==> src/rtl/clb_if.sv <==
// Signal bundle for the configurable logic block: config shift chain plus logic inputs/outputs.
interface clb_if;
   logic shift_clk;
   logic shift_i;
   logic shift_o;
   logic a;
   logic b;
   logic c;
   logic d;
   logic x;
   logic y;

   modport master (
      output shift_clk, shift_i, a, b, c, d,
      input  shift_o, x, y
   );

   modport slave (
      input  shift_clk, shift_i, a, b, c, d,
      output shift_o, x, y
   );
endinterface

==> src/rtl/clb.sv <==
// Configurable logic block: two 3-input LUTs (or one 4-input LUT), one flip-flop,
// configured through a 36-bit serial shift chain clocked by strobes sampled on k.
module clb #(
   parameter int LUT_CONFIG_LEN = 8,
   parameter int CLB_CONFIG_LEN = 20
) (
   input logic  k,
   input logic  rst_n,
   clb_if.slave bus
);

   localparam int CFG_W = CLB_CONFIG_LEN + 2 * LUT_CONFIG_LEN;

   logic [CFG_W-1:0]          cfg_q;
   logic [CFG_W-1:0]          cfg_d;
   logic                      sclk_q;
   logic                      q_q;
   logic                      q_d;

   logic [LUT_CONFIG_LEN-1:0] g_tbl_s;
   logic [LUT_CONFIG_LEN-1:0] f_tbl_s;
   logic [2:0]                f_sel_s;
   logic [2:0]                g_sel_s;
   logic [2:0]                f_idx_s;
   logic [2:0]                g_idx_s;
   logic [2:0]                abc_s;
   logic                      f_out_s;
   logic                      g_out_s;
   logic                      d_src_s;
   logic                      strobe_s;
   logic                      x_s;
   logic                      y_s;

   // LUT input routing and lookup; 4-input mode uses d to choose between the two tables.
   always_comb begin
      g_tbl_s = cfg_q[7:0];
      f_tbl_s = cfg_q[15:8];
      f_sel_s = cfg_q[34:32];
      g_sel_s = cfg_q[31:29];
      abc_s   = {bus.a, bus.b, bus.c};
      f_idx_s = 3'b000;
      g_idx_s = 3'b000;
      f_out_s = 1'b0;
      g_out_s = 1'b0;
      if (cfg_q[28]) begin
         f_idx_s = abc_s;
         g_idx_s = abc_s;
         f_out_s = bus.d ? f_tbl_s[abc_s] : g_tbl_s[abc_s];
         g_out_s = f_out_s;
      end else begin
         f_idx_s = {f_sel_s[2] ? q_q   : bus.a,
                    f_sel_s[1] ? bus.d : bus.b,
                    f_sel_s[0] ? bus.d : bus.c};
         g_idx_s = {g_sel_s[2] ? bus.b : bus.a,
                    g_sel_s[1] ? bus.c : q_q,
                    g_sel_s[0] ? bus.d : q_q};
         f_out_s = f_tbl_s[f_idx_s];
         g_out_s = g_tbl_s[g_idx_s];
      end
   end

   // Output multiplexers for x and y.
   always_comb begin
      x_s = 1'b0;
      y_s = 1'b0;
      case (cfg_q[19:18])
         2'b00:   x_s = f_out_s;
         2'b10:   x_s = g_out_s;
         default: x_s = q_q;
      endcase
      case (cfg_q[17:16])
         2'b01:   y_s = f_out_s;
         2'b10:   y_s = g_out_s;
         default: y_s = q_q;
      endcase
   end

   // Next-state for the config chain (one shift per strobe rising edge) and the flip-flop.
   always_comb begin
      strobe_s = bus.shift_clk & ~sclk_q;
      d_src_s  = cfg_q[20] ? g_out_s : f_out_s;
      if (strobe_s) begin
         cfg_d = {bus.shift_i, cfg_q[CFG_W-1:1]};
      end else begin
         cfg_d = cfg_q;
      end
      if (cfg_q[24] && bus.a) begin
         q_d = 1'b1;
      end else if (cfg_q[25] && bus.d) begin
         q_d = 1'b0;
      end else if (cfg_q[23]) begin
         q_d = d_src_s;
      end else begin
         q_d = q_q;
      end
   end

   // State registers with synchronous active-low reset.
   always_ff @(posedge k) begin
      if (!rst_n) begin
         cfg_q  <= {CFG_W{1'b0}};
         q_q    <= 1'b0;
         sclk_q <= 1'b0;
      end else begin
         cfg_q  <= cfg_d;
         q_q    <= q_d;
         sclk_q <= bus.shift_clk;
      end
   end

   assign bus.x       = x_s;
   assign bus.y       = y_s;
   assign bus.shift_o = cfg_q[0];

endmodule

==> src/flat_wrapper.sv <==
// flat-port wrapper written by rule: the top's interface ports become plain ports
module clb_flat 
#(
   parameter int LUT_CONFIG_LEN = 8,
   parameter int CLB_CONFIG_LEN = 20
)
  (k, rst_n, bus_shift_clk, bus_shift_i, bus_a, bus_b, bus_c, bus_d, bus_shift_o, bus_x, bus_y);
  clb_if bus_i ();
  input logic k;
  input logic rst_n;
  input wire logic [$bits(bus_i.shift_clk)-1:0] bus_shift_clk;
  input wire logic [$bits(bus_i.shift_i)-1:0] bus_shift_i;
  input wire logic [$bits(bus_i.a)-1:0] bus_a;
  input wire logic [$bits(bus_i.b)-1:0] bus_b;
  input wire logic [$bits(bus_i.c)-1:0] bus_c;
  input wire logic [$bits(bus_i.d)-1:0] bus_d;
  output wire logic [$bits(bus_i.shift_o)-1:0] bus_shift_o;
  output wire logic [$bits(bus_i.x)-1:0] bus_x;
  output wire logic [$bits(bus_i.y)-1:0] bus_y;
  assign bus_i.shift_clk = bus_shift_clk;
  assign bus_i.shift_i = bus_shift_i;
  assign bus_i.a = bus_a;
  assign bus_i.b = bus_b;
  assign bus_i.c = bus_c;
  assign bus_i.d = bus_d;
  assign bus_shift_o = bus_i.shift_o;
  assign bus_x = bus_i.x;
  assign bus_y = bus_i.y;
  clb #(.LUT_CONFIG_LEN(LUT_CONFIG_LEN), .CLB_CONFIG_LEN(CLB_CONFIG_LEN)) u_core (.k(k), .rst_n(rst_n), .bus(bus_i));
endmodule
==> config.mk <==
export PLATFORM = sky130hd
export DESIGN_NAME = clb_flat
export DESIGN_NICKNAME = d
export VERILOG_FILES = /design/src/rtl/clb_if.sv /design/src/rtl/clb.sv /design/src/flat_wrapper.sv
export SDC_FILE = /design/constraint.sdc
export NUM_CORES = 1
export LEC_CHECK = 0
export BUFFER_PORTS_ARGS = -buffer_cell sky130_fd_sc_hd__buf_2
export CORE_MARGIN = 8
export CORE_UTILIZATION = 50
export DETAILED_ROUTE_END_ITERATION = 7
export PLACE_DENSITY = 0.79
export SLEW_MARGIN = 20
export SYNTH_ARGS = -nofsm -noshare
export SYNTH_HDL_FRONTEND = slang
export SYNTH_SLANG_ARGS = --single-unit
==> constraint.sdc <==
create_clock -name k -period 2.75 [get_ports k]
set_clock_uncertainty 0.05 [all_clocks]
set_input_delay 0.1375 -clock k [delete_from_list [all_inputs] [get_ports k]]
set_output_delay 0.1375 -clock k [all_outputs]
set_load 0.005 [all_outputs]
# Word level (Yosys, flattened, before mapping)
# Cells that the tools add are included.
classes:
  magnitude_cmp: 3
  eq_ne: 3
  mux: 23
  bitwise_logic: 2
  reduce_logical: 4
op_table:
  columns: ["cell", "n"]
  rows:
  - ["1-bit two-way mux", 17]
  - ["1-bit binary-select mux with 3-bit select", 4]
  - ["3-bit by 4-bit less-than comparator with 1-bit output (second input constant)", 3]
  - ["2-bit == test (second input constant)", 2]
  - ["1-bit one-hot mux with 2 select lines", 2]
  - ["3-bit nonzero test", 1]
  - ["2-bit by 1-bit == test with 1-bit output (second input constant)", 1]
  - ["1-bit logical AND", 2]
  - ["2-bit zero test", 1]
  - ["1-bit AND", 1]
  - ["1-bit NOT", 1]
word_totals:
  ff_bits: 38
  output_inout_bits: 3
  word_cells: 38

# Logic depth before layout (Yosys ltp)
# Gate-level depths: netlist of the first run.
depth:
  word_depth: 8
  depth_mapped: 7

# Least setup slack after synthesis of the first run
# OpenSTA, ideal clock, no wires.
synth_path:
  path_kind: "register to output"
  start: "register u_core.cfg_q[32]"
  end: "output bus_x"
  t_arrival_ns: 1.773
  setup_slack_ns: 0.790
  path_stages_with_launch: 7
  n_path_buf: 0
  path_cell_list: "dfxtp_1 > mux2i_1 > mux4_2 > nor2_1 > a211oi_1 > or3_1 > a22o_1"
synth_between:
  elab_chain_cells: 5
synth_rtl:
  columns: ["item", "line", "source"]
  rows:
  - ["start, declared", "clb.sv:14", "logic [CFG_W-1:0] cfg_q;"]
  - ["start signal, assigned", "clb.sv:101", "cfg_q <= {CFG_W{1'b0}};"]
  - ["start signal, assigned", "clb.sv:105", "cfg_q <= cfg_d;"]
  - ["1-bit two-way mux", "clb.sv:53", "f_sel_s[0] ? bus.d : bus.c};"]
  - ["1-bit binary-select mux with 3-bit select", "clb.sv:57", "f_out_s = f_tbl_s[f_idx_s];"]
  - ["1-bit two-way mux (not written as such)", "clb.sv:57", null]
  - ["1-bit two-way mux", "clb.sv:45", "if (cfg_q[28]) begin"]
  - ["1-bit one-hot mux with 2 select lines", "clb.sv:66", "case (cfg_q[19:18])"]
  - ["end, declared", "flat_wrapper.sv:18", "output wire logic [$bits(bus_i.x)-1:0] bus_x;"]
# No other way between the ends. The select of a mux whose other input is x is not followed.

# Worst setup path after layout of the first run
# Same ends and word-level chain as after synthesis.

==> results of run 1 <==
==> layer usage <==
layer,global-route usage (%),part of all wire [%],vias up
li1,-,-,770
met1,15.3,48,721
met2,22.4,46,27
met3,4.49,4.9,4
met4,5.66,1.7,0
met5,0,0,-
==> through the flow <==
step | power, W | hold WS, ps
floorplan | 0.000615 | 209
global placement | 0.000632 | 317
detailed placement | 0.000633 | 321
CTS | 0.00100 | 26.8
global route | 0.00104 | 42.2
finish | 0.000993 | 28.8
==> synth_stat cells, types with 2 or more instances <==
library cell	number	area [µm²]
mux4_1	4	105
clkbuf_1	13	48.8
nor2b_1	2	12.5
nand2b_1	2	12.5
ha_1	2	25.0
a221o_1	2	20.0
a21boi_0	36	270
dfxtp_1	38	761
a21oi_1	2	10.0
nand3_1	2	10.0
o21ai_0	3	15.0
or3_1	2	12.5
mux2i_1	12	120
nor2_1	4	15.0
a22o_1	2	17.5
nand2_1	76	285
inv_1	6	22.5
==> kinds of logic (layout without fill, tap and decap cells) <==
| family | after synthesis | count (layout) |
|---|---|---|
| multiplexers | 18 | 18 |
| flip-flops | 38 | 38 |
| adder cells (fa/ha/maj) | 2 | 2 |
| AO/OA/AOI/OAI | 53 | 53 |
| AND/OR/NAND/NOR | 91 | 91 |
| buffers and inverters | 20 | 24 |
==> worst max path at each step <==
stage / to / start / depth (start not counted)
after detailed placement: bus_x / u_core.cfg_q[32] / 7
after global placement: bus_x / u_core.cfg_q[32] / 7
final: bus_x / u_core.cfg_q[32] / 7
after global routing: bus_x / u_core.cfg_q[32] / 7
after CTS: bus_x / u_core.cfg_q[32] / 7
after floorplan: bus_x / u_core.cfg_q[32] / 6
==> critical path: stages, from the launching register on <==
cell and delay [ps]:
dfxtp_1 380, mux2i_1 310, mux4_2 530, nor2_1 100, a211oi_1 70, or3_1 310, a22o_1 180, buf_2 130
==> flip-flops by register name, summed over array words and instances, names as in the netlist <==
signal	cells
u_core.sclk_q	1
u_core.cfg_q	36
u_core.q_q	1
==> layout make-up <==
class	count	area share, %
multi-input cells	164	51.7
clock buffers	6	4.02
flip-flops and latches	38	37.1
inverters	6	1.10
well taps	48	2.93
repair buffers	12	3.17
==> power by group <==
part | internal (W) | switching, W
Clock | 0.000193 | 0.000180
Combinational | 0.0000236 | 0.0000421
Sequential | 0.000552 | 0.00000155
Total | 0.000769 | 0.000224
==> impl_metrics.py, run 1 <==
metrics = {
    "run_status": {
        "outcome": "complete, no violations",
    },
    "flow_run": {
        "maxCapViolCount": 0,
    },
    "routing": {
        "routedWlPerCell_um": 13.8,
        "detail_route.vias_per_cell": 5.55,
        "ant_nets": 0,
        "vias": 1522,
        "routed_wl_mm": 3.78,
        "drc": 0,
        "first_pass_iters": 4,
        "drtIter0Drc": 113,
    },
    "clock_network": {
        "cts_root_buf": "clkbuf_8",
        "cts.sinks": 38,
        "hold_buffers": 0,
        "post_cts_buffers": 0,
        "cts_tree": "built",
        "insertion_delay_ps": 290,
        "cts_max_level": 2,
        "cts.clk_slew.worst_paths_ps": 70,
        "cts_buffer_depth": 2,
        "cts_resized": 0,
        "cts_buffers": 5,
    },
    "layout": {
        "finalNetCount": 237,
        "regArea_um2": 761,
        "diodes": 0,
        "final_util_pct": 56.1,
        "multi_input_area_um2": 1060,
        "final_cell_area_um2": 2050,
        "fillers": 324,
        "drive_above_1_share_pct": 10.2,
        "instances_no_fill": 274,
        "syn_to_final_growth_pct": 7.89,
        "final_common_cell": "nand2_1",
        "final_cell_mix": "nand2_1, dfxtp_1, a21boi_0",
    },
    "global_routing": {
        "grt_max_degree": 40,
        "overflow": 0,
        "antenna_found_initial": 0,
        "first_global_vias": 1487,
        "grt_usage_pct": 13.4,
        "grt_first_pass_wirelength_mm": 6.63,
    },
    "worst_setup_path": {
        "crit_fanout": 3,
        "end_kind": "primary output",
        "crit_type": "reg -> out",
        "r2r_slack_ps": 700,
        "ff2ff_path_depth": 6,
        "start_kind": "flip-flop",
        "cp.required_ps": 2560,
        "r2r_end": "u_core.q_q",
        "r2r-start": "u_core.cfg_q[32]",
        "crit_arrival_ps": 2300,
    },
    "synth": {
        "yosysUniqueCellTypes": 31,
        "syn_nets": 232,
        "synth_area_um2": 1900,
        "syn-instance-count": 222,
        "synth_top_family_by_area": "compound AO/OA/AOI/OAI gates",
        "synth_xor_area_share_pct": 0,
        "syn_avg_cell_area_um2": 8.57,
        "async_reset_ff_share_pct": 0,
        "yosys_warnings": 0,
        "seq_area_frac_synth_pct": 40.0,
        "synth-edff-count": 0,
        "muxShareOfSynthArea_pct": 13.6,
        "yosys.area_share.adder_pct": 1.31,
        "synth_flop_cell": "dfxtp_1",
        "synth-simple-area-share_pct": 19.5,
        "synth_compound_area_share_pct": 21.2,
        "ys_seq_elements": 38,
    },
    "floorplan": {
        "start_util_pct": 52.0,
        "core.rowCount": 22,
        "ios": 11,
        "die_h_um": 77.7,
        "dieArea_um2": 6040,
        "core_um2": 3660,
        "die_w_um": 77.7,
    },
    "min_path": {
        "min_from": "bus_shift_clk",
        "min_to": "u_core.sclk_q",
        "hold_class": "in -> reg",
        "hold_path_depth": 2,
    },
    "timing": {
        "hold_viol_final": 0,
        "fmax_ghz": 0.402,
        "tightest_slew_ps": 557,
        "fin_setup_tns_ps": 0,
        "finalSetupViolCount": 0,
        "period_share_pct": 90.5,
        "final_period_minus_worst_setup_slack_ps": 2490,
        "slew_violations": 0,
        "slew_headroom_pct": 62.9,
        "rsz0062_at_grt": "false",
        "post-route-worst-setup-slack_ps": 262,
    },
    "placed_design": {
        "post-place-ws_ps": 549,
        "dp.cells": 268,
        "dpl_cell_area_um2": 1970,
        "io_buffer_count": 10,
        "gp_congestion": 0.764,
        "hpwl_mm": 2.48,
    },
    "power_and_ir_drop": {
        "p_per_area_nw_per_um2": 484,
        "p_leak_nw": 0.712,
        "vdd_drop_max_mv": 0.194,
    },
}
Power figures use the tool's default switching activity.
==> run 2, diff against run 1 <==
- CTS_CLUSTER_DIAMETER: default -> 60
- SETUP_SLACK_MARGIN: default -> 0.5
==> run 2 against run 1 <==
Routed wire length up 3.7%; sequential power about the same; via count rose by 1.1%; first-iteration DRC count grew 22%; maximum frequency grew 1.1%; hold slack barely moved; non-clock buffer count is 2 higher.
==> impl_metrics.py, run 2 (same netlist as run 1, synthesis figures left out) <==
metrics = {
    "power_and_ir_drop": {
        "p_comb_share_pct": 7.1,
        "seq_power_share_pct": 55.4,
        "p_leak_nw": 0.730,
        "p_clk_share_pct": 37.5,
        "internal-power_w": 0.000771,
        "power_switching_w": 0.000227,
        "swShare_pct": 22.7,
        "vdd_drop_max_mv": 0.209,
        "p_per_area_nw_per_um2": 475,
    },
    "floorplan": {
        "start_util_pct": 52.0,
        "dieArea_um2": 6040,
        "ios": 11,
        "core_um2": 3660,
        "die_h_um": 77.7,
        "core.rowCount": 22,
        "die_w_um": 77.7,
    },
    "worst_setup_path": {
        "crit_family": "multiplexers",
        "crit_arrival_ps": 2270,
        "slowest_delay_ps": 430,
        "start_kind": "flip-flop",
        "path_buf_inv": 1,
        "cp.required_ps": 2560,
        "path_cells": "mux2i_4 -> mux2i_1 -> mux2_2 -> a211oi_1 -> o21ai_0 -> a22oi_1 -> buf_2",
        "crit_type": "reg -> out",
        "cpMaxStageDelayCell": "dfxtp_1",
        "crit_fanout": 3,
        "end_kind": "primary output",
    },
    "timing": {
        "final_period_minus_worst_setup_slack_ps": 2460,
        "rsz0062_at_grt": "true",
        "finalSetupViolCount": 0,
        "fmax_ghz": 0.406,
        "period_share_pct": 89.5,
        "fin_setup_tns_ps": 0,
        "slew_headroom_pct": 62.8,
        "hold_viol_final": 0,
        "slew_violations": 0,
        "tightest_slew_ps": 559,
        "post-route-worst-setup-slack_ps": 290,
    },
    "layout": {
        "fillers": 316,
        "final_cell_mix": "nand2_1, a21boi_0, dfxtp_1",
        "largest_reg_flops": 36,
        "regMostFlops": "u_core.cfg_q",
        "diodes": 0,
        "reg_top3": "u_core.cfg_q x36, u_core.q_q x1, u_core.sclk_q x1",
        "final_common_cell": "nand2_1",
        "regArea_um2": 766,
        "multi_input_area_um2": 1090,
        "finalNetCount": 239,
        "drive_above_1_share_pct": 13.2,
        "syn_to_final_growth_pct": 10.5,
    },
    "routing": {
        "drc": 0,
        "routed_wl_mm": 3.92,
        "first_pass_iters": 4,
        "vias": 1538,
        "ant_nets": 0,
        "drtIter0Drc": 138,
        "detail_route.vias_per_cell": 5.57,
        "routedWlPerCell_um": 14.2,
    },
    "clock_network": {
        "hold_buffers": 0,
        "cts_root_buf": "clkbuf_8",
        "insertion_delay_ps": 290,
        "cts_max_level": 2,
        "cts_tree": "built",
        "cts.clk_slew.worst_paths_ps": 70,
        "cts_buffers": 5,
        "cts.sinks": 38,
        "cts_buffer_depth": 2,
    },
    "global_routing": {
        "first_global_vias": 1494,
        "grt_usage_pct": 13.5,
        "overflow": 0,
        "grt_max_degree": 40,
        "grt_first_pass_wirelength_mm": 6.68,
        "antenna_found_initial": 0,
    },
    "placed_design": {
        "io_buffer_count": 10,
        "gp_congestion": 0.764,
        "post-place-ws_ps": 549,
        "hpwl_mm": 2.48,
    },
    "flow_run": {
        "maxCapViolCount": 0,
    },
    "min_path": {
        "hold_class": "in -> reg",
    },
    "run_status": {
        "outcome": "complete, no violations",
    },
}
==> run 2: layout make-up <==
| type | instances | area share, % |
|---|---|---|
| multi-input cells | 164 | 51.9 |
| flip-flops and latches | 38 | 36.4 |
| clock buffers | 6 | 3.93 |
| repair buffers | 14 | 3.81 |
| well taps | 48 | 2.86 |
| inverters | 6 | 1.07 |
==> run 2: stage by stage <==
| stage | util, % | cell area [µm²] | power [W] | std cells | hold WS (ps) |
|---|---|---|---|---|---|
| floorplan | - | 1900 | 0.000615 | 222 | 209 |
| global placement | 53.8 | 1970 | 0.000632 | 268 | 317 |
| detailed placement | 53.8 | 1970 | 0.000633 | 268 | 321 |
| CTS | 57.1 | 2090 | 0.00101 | 276 | 26.8 |
| global route | 57.4 | 2100 | 0.00104 | 276 | 41.6 |
| finish | 57.4 | 2100 | 0.000997 | 276 | 28.3 |
==> run 2: worst paths after layout <==
path                            slack, ps  cells past startpoint        startpoint               end
worst max register to register        790                      6  u_core.cfg_q[32]        u_core.q_q
worst min-delay path                   30                      2     bus_shift_clk     u_core.sclk_q
worst max-delay path                  290                      7  u_core.cfg_q[33]             bus_y
worst min register to register        420                      2  u_core.cfg_q[21]  u_core.cfg_q[20]
==> run 2: power groups by stage <==
stage | Sequential [W] | Combinational, W | Clock, W
floorplan | 0.000566 | 0.0000488 | 0
global placement | 0.000566 | 0.0000661 | 0
detailed placement | 0.000566 | 0.0000660 | 0
CTS | 0.000554 | 0.0000698 | 0.000383
global route | 0.000553 | 0.0000773 | 0.000411
finish | 0.000553 | 0.0000708 | 0.000374
==> run 2: worst register-to-register path, stage by stage, from the launching register on <==
cell and delay [ps]:
dfxtp_4 370, mux2i_4 240, mux4_2 520, nor2_1 100, a211oi_1 70, or3_1 320, a22o_1 180
==> run 2: repair_timing <==
| action | 4_1_cts | 5_1_grt |
|---|---|---|
| pin swaps | 0 | 0 |
| setup buffers | 2 | 0 |
| endpoints found under the setup margin | 2 | 2 |
| resized for setup | 6 | 2 |
==> run 2: per-layer routing <==
metal  part of all wire, %  global-route usage [%]  vias up
li1                      -                       -      769
met1                    46                    15.2      739
met2                    48                    22.9       24
met3                   3.8                    4.49        6
met4                   1.8                    5.66        0
met5                     0                       0        -
